--- src/rtl/serial_rx_frontend.sv ---
`timescale 1ns / 1ps
// serial_rx_frontend: 8N1 UART receiver. Synchronises the raw pin, recovers
// frames by mid-bit sampling and presents each byte on a one-entry
// valid/ready holding register with framing-error and overrun reporting.
module serial_rx_frontend #(
  parameter int unsigned CLKS_PER_BIT = 868,
  parameter int unsigned SYNC_STAGES  = 2
) (
  input  logic       CLK,
  input  logic       RST,
  input  logic       serial_in,
  output logic [7:0] rx_data,
  output logic       rx_valid,
  input  logic       rx_ready,
  output logic       frame_err,
  output logic       overrun,
  input  logic       overrun_clr,
  output logic       busy
);

  localparam int unsigned CntW = $clog2(CLKS_PER_BIT);
  localparam logic [CntW-1:0] HalfM1 = CntW'(CLKS_PER_BIT / 2 - 1);
  localparam logic [CntW-1:0] BitM1  = CntW'(CLKS_PER_BIT - 1);

  typedef enum logic [2:0] {StIdle, StStart, StData, StStop, StBreak} state_e;

  logic [SYNC_STAGES-1:0] sync_q;
  logic                   rxs;

  state_e          state_q, state_d;
  logic [CntW-1:0] cnt_q, cnt_d;
  logic [2:0]      bit_q, bit_d;
  logic [7:0]      shift_q, shift_d;
  logic [7:0]      rx_data_q, rx_data_d;
  logic            rx_valid_q, rx_valid_d;
  logic            frame_err_q, frame_err_d;
  logic            overrun_q, overrun_d;
  logic            busy_q, busy_d;
  logic            deliver;
  logic            accept;

  // Shift the raw pin through the synchroniser chain; idle level is high
  always_ff @(posedge CLK or posedge RST) begin
    if (RST) begin
      sync_q <= '1;
    end else begin
      sync_q <= {sync_q[SYNC_STAGES-2:0], serial_in};
    end
  end

  assign rxs = sync_q[SYNC_STAGES-1];

  // Receiver FSM next state: counter, bit index and shift register
  always_comb begin
    state_d     = state_q;
    cnt_d       = cnt_q + CntW'(1);
    bit_d       = bit_q;
    shift_d     = shift_q;
    deliver     = 1'b0;
    frame_err_d = 1'b0;
    case (state_q)
      StIdle: begin
        cnt_d = '0;
        if (!rxs) state_d = StStart;
      end
      StStart: begin
        if (cnt_q == HalfM1) begin
          cnt_d = '0;
          if (!rxs) begin
            state_d = StData;
            bit_d   = 3'd0;
          end else begin
            // Start bit gone by mid-bit: a glitch, not a frame
            state_d = StIdle;
          end
        end
      end
      StData: begin
        if (cnt_q == BitM1) begin
          cnt_d   = '0;
          shift_d = {rxs, shift_q[7:1]};
          bit_d   = bit_q + 3'd1;
          if (bit_q == 3'd7) state_d = StStop;
        end
      end
      StStop: begin
        if (cnt_q == BitM1) begin
          cnt_d = '0;
          if (rxs) begin
            deliver = 1'b1;
            state_d = StIdle;
          end else begin
            frame_err_d = 1'b1;
            state_d     = StBreak;
          end
        end
      end
      StBreak: begin
        // Hold off until the line returns high so a stuck-low line is one error
        cnt_d = '0;
        if (rxs) state_d = StIdle;
      end
      default: begin
        cnt_d   = '0;
        state_d = StIdle;
      end
    endcase
  end

  // Holding register, overrun flag and registered busy
  always_comb begin
    accept     = rx_valid_q & rx_ready;
    rx_data_d  = rx_data_q;
    rx_valid_d = rx_valid_q;
    overrun_d  = overrun_q;
    if (overrun_clr) overrun_d = 1'b0;
    if (deliver) begin
      if (!rx_valid_q || accept) begin
        rx_data_d  = shift_q;
        rx_valid_d = 1'b1;
      end else begin
        // Set wins over a simultaneous clear
        overrun_d = 1'b1;
      end
    end else if (accept) begin
      rx_valid_d = 1'b0;
    end
    busy_d = (state_d != StIdle);
  end

  // State registers
  always_ff @(posedge CLK or posedge RST) begin
    if (RST) begin
      state_q     <= StIdle;
      cnt_q       <= '0;
      bit_q       <= 3'd0;
      shift_q     <= 8'h00;
      rx_data_q   <= 8'h00;
      rx_valid_q  <= 1'b0;
      frame_err_q <= 1'b0;
      overrun_q   <= 1'b0;
      busy_q      <= 1'b0;
    end else begin
      state_q     <= state_d;
      cnt_q       <= cnt_d;
      bit_q       <= bit_d;
      shift_q     <= shift_d;
      rx_data_q   <= rx_data_d;
      rx_valid_q  <= rx_valid_d;
      frame_err_q <= frame_err_d;
      overrun_q   <= overrun_d;
      busy_q      <= busy_d;
    end
  end

  assign rx_data   = rx_data_q;
  assign rx_valid  = rx_valid_q;
  assign frame_err = frame_err_q;
  assign overrun   = overrun_q;
  assign busy      = busy_q;

endmodule

--- config.mk ---
export PLATFORM = sky130hd
export DESIGN_NAME = serial_rx_frontend
export DESIGN_NICKNAME = d
export VERILOG_FILES = /design/src/rtl/serial_rx_frontend.sv
export SDC_FILE = /design/constraint.sdc
export NUM_CORES = 1
export LEC_CHECK = 0
export CAP_MARGIN = 0
export CORE_MARGIN = 3
export CORE_UTILIZATION = 30
export DETAILED_ROUTE_END_ITERATION = 8
export PLACE_DENSITY_LB_ADDON = 0.05
export SLEW_MARGIN = 10
export SYNTH_ARGS = -nofsm -noshare
export SYNTH_HDL_FRONTEND = slang
export SYNTH_SLANG_ARGS = --single-unit
--- constraint.sdc ---
create_clock -name CLK -period 3.55 [get_ports CLK]
set_clock_uncertainty 0.15 [all_clocks]
set_input_delay 0.71 -clock CLK [delete_from_list [all_inputs] [get_ports CLK]]
set_output_delay 0.71 -clock CLK [all_outputs]
set_load 0.05 [all_outputs]
==> flow_summary_export.csv <==
group,metric,value,unit
yosys,syn_area,1667,um2
worst_setup_path,cp_top_family,"buffers and inverters",
timing,slew_headroom,0.5614,
pwr,p_int,648.7,uW
finish,num-nets-final,162,
place,dp_hpwl,2118,um
clocking,clk_path_buf_depth,2,
clocking,path_clk_slew,0.07,ns
worst_setup_path,path_cells,"clkdlybuf4s50_1",
place,portBuffers,16,
finish,stdcell_area,2017,um2
pwr,p_sw,163.5,uW
pwr,sequentialPowerShare,0.538,
finish,layout_common_cells,"dfrtp_1 (36), mux2_2 (16), clkdlybuf4s50_1 (16), nor2_1 (14), inv_1 (7)",
worst_setup_path,cp-start-kind,"register",
run_status,status,"completed",
timing,finalMaxSlewViolations,0,
job,drv_cap,0,
detailed_routing,drt_iter0_drc,67,
die,start_util,0.3182,
detailed_routing,via_count,1036,
die,pin_count,17,
timing,post-route-period-util,0.6497,
yosys,synth-main-ff-cell,"dfrtp_1",
yosys,yosysUniqueCellTypes,36,
worst_setup_path,cp_num_buf_inv,1,
worst_setup_path,end_kind,"output pin",
yosys,yosysWarnings,0,
die,die_w,80.54,um
detailed_routing,drt_wl_total,2976,um
timing,tightest_slew,0.6519,ns
worst_setup_path,cp_data_required_time,2.69,ns
timing,finalSetupViolCount,0,
worst_setup_path,path_class,"reg2out",
yosys,synth_seq_cells,38,
yosys,async_reset_ff_frac,1.000,
detailed_routing,drt-vias-per-instance,4.625,
grt,grt_first_pass_wirelength,5147,um
clocking,cts_setup_buffers,0,
grt,grt.total_usage,0.1053,
pwr,p_sw_frac,0.2013,
die,die-area,6486,um2
worst_setup_path,arrival,1.45,ns
detailed_routing,wl_per_cell,13.29,um
detailed_routing,drc,0,
timing,finalWorstSetupSlack,1.244,ns
worst_setup_path,cp_max_fo,2,
detailed_routing,first_pass_iters,4,
yosys,synthesis.nets,142,
pwr,power.leakage,0.9173,nW
die,core,5238,um2
timing,layout_min_cycle_time,2.306,ns
yosys,syn_area_per_cell,12.53,um2
clocking,ctsResizeCount,0,
grt,grt_max_degree,29,
timing,whs,0.2075,ns
pwr,power.density,402.7,nW/um2
clocking,cts_tree,"yes",
yosys,syn-instance-count,133,
detailed_routing,ant_nets,0,
grt,first_global_vias,1061,
clocking,cts_buffers,5,
die,die_h,80.54,um
place,pre_cts_slack,1.324,ns
yosys,synth_edf_count,0,
grt,antenna_found_initial,0,
finish,multiInputGateArea,668.1,um2
finish,antennaDiodeCount,0,
clocking,cts-root-buf,"clkbuf_8",
timing,hold_viol_final,0,
clocking,h-tree-depth,2,
timing,fin_setup_tns,0,ns
pwr,peakVddDrop,0.1432,mV
clocking,clock_latency,0.28,ns
die,row_count,26,
finish,final_common_cell,"dfrtp_1",
finish,synthToLayoutAreaGrowth,21.02,%
min_path,min-delay-path-class,"reg2reg",
finish,n_fill_cell,502,
clocking,cts.sinks,38,
finish,drive_above_1_share,0.2273,
pwr,total_power,812.1,uW
yosys,ys_seq_area_frac,0.5721,
place,dpl-instance-area,1903,um2
pwr,combinationalPowerShare,0.018,
finish,seqCellArea,953.4,um2
timing,rsz0062_at_grt,"no",
clocking,ctsHoldBuffers,0,
pwr,clkPwrFrac,0.444,
place,place_congestion,0.7556,
timing,timing.fmax,433.6,MHz
worst_setup_path,slowest_delay,0.81,ns
grt,grt-ovfl-total,0,
worst_setup_path,critPathSlowestCell,"clkdlybuf4s50_1",
==> flip-flops by register name, indices dropped and copies added (netlist names) <==
register	flops
bit_q	3
rx_data	8
overrun	1
cnt_q	10
busy	1
shift_q	8
rx_valid	1
state_q	3
sync_q	2
frame_err	1
==> power by group through the flow <==
stage	Sequential [mW]	Clock [mW]	Combinational, mW
after floorplan	0.443	0	0.00844
after global placement	0.445	0	0.0146
after detailed placement	0.445	0	0.0153
after CTS	0.437	0.378	0.0154
after global routing	0.437	0.392	0.0169
final	0.437	0.361	0.0144
==> Yosys cell counts, types with 2 or more instances <==
library cell | n | area, um2
dfrtp_1 | 36 | 900.9
nor2_1 | 14 | 52.55
nand3_1 | 6 | 30.03
nand4_1 | 2 | 12.51
nand2_1 | 3 | 11.26
o21ai_0 | 3 | 15.01
inv_1 | 7 | 26.28
nand2b_1 | 4 | 25.02
nor4_1 | 3 | 18.77
mux2_2 | 16 | 180.2
xnor2_1 | 2 | 17.52
xor2_1 | 6 | 52.55
and3_1 | 2 | 12.51
dfstp_2 | 2 | 52.55
ha_1 | 4 | 50.05
clkbuf_1 | 3 | 11.26
==> cell type report <==
type	instances	area share
flip-flops and latches	38	0.4727
repair buffers	17	0.08313
multi-input cells	84	0.3313
clock inverters	3	0.02233
inverters	7	0.01303
clock buffers	5	0.03412
well taps	70	0.04342
==> per-stage QoR <==
stage            util  cells
2_1_floorplan       -    133
3_3_place_gp   0.3634    216
3_5_place_dp   0.3634    216
4_1_cts        0.3851    224
5_1_grt        0.3851    224
6_report       0.3851    224
==> path summary, 6_finish.rpt <==
kind                       cells after the start          to        from  slack [ns]
setup / recovery                               1  rx_data[6]  rx_data[6]        1.24
hold reg to reg                                0   sync_q[1]   sync_q[0]        0.21
setup reg to reg                               4        busy    cnt_q[2]        1.28
max in group asynchronous                      3   sync_q[1]         RST        1.92
hold / removal                                 0   sync_q[1]   sync_q[0]        0.21
min in group asynchronous                      2    cnt_q[5]         RST        0.57
==> logic make-up after synthesis <==
group / Yosys count / share of synthesized area
muxes: 17 / 0.1141
buffers and inverters: 11 / 0.02703
DFF: 38 / 0.5721
AOI/OAI and AO/OA: 12 / 0.05556
adders and majority gates: 4 / 0.03003
xor gates and xnor gates: 8 / 0.04204
and+or+nand+nor: 43 / 0.1592
==> layer usage <==
metal | vias to the layer above | part of all wire | global-route usage
li1 | 512 | - | -
met1 | 496 | 0.53 | 0.1459
met2 | 22 | 0.41 | 0.1498
met3 | 6 | 0.038 | 0.03251
met4 | 0 | 0.017 | 0.04561
met5 | - | 0 | 0
(Power assumes the default switching activity.)
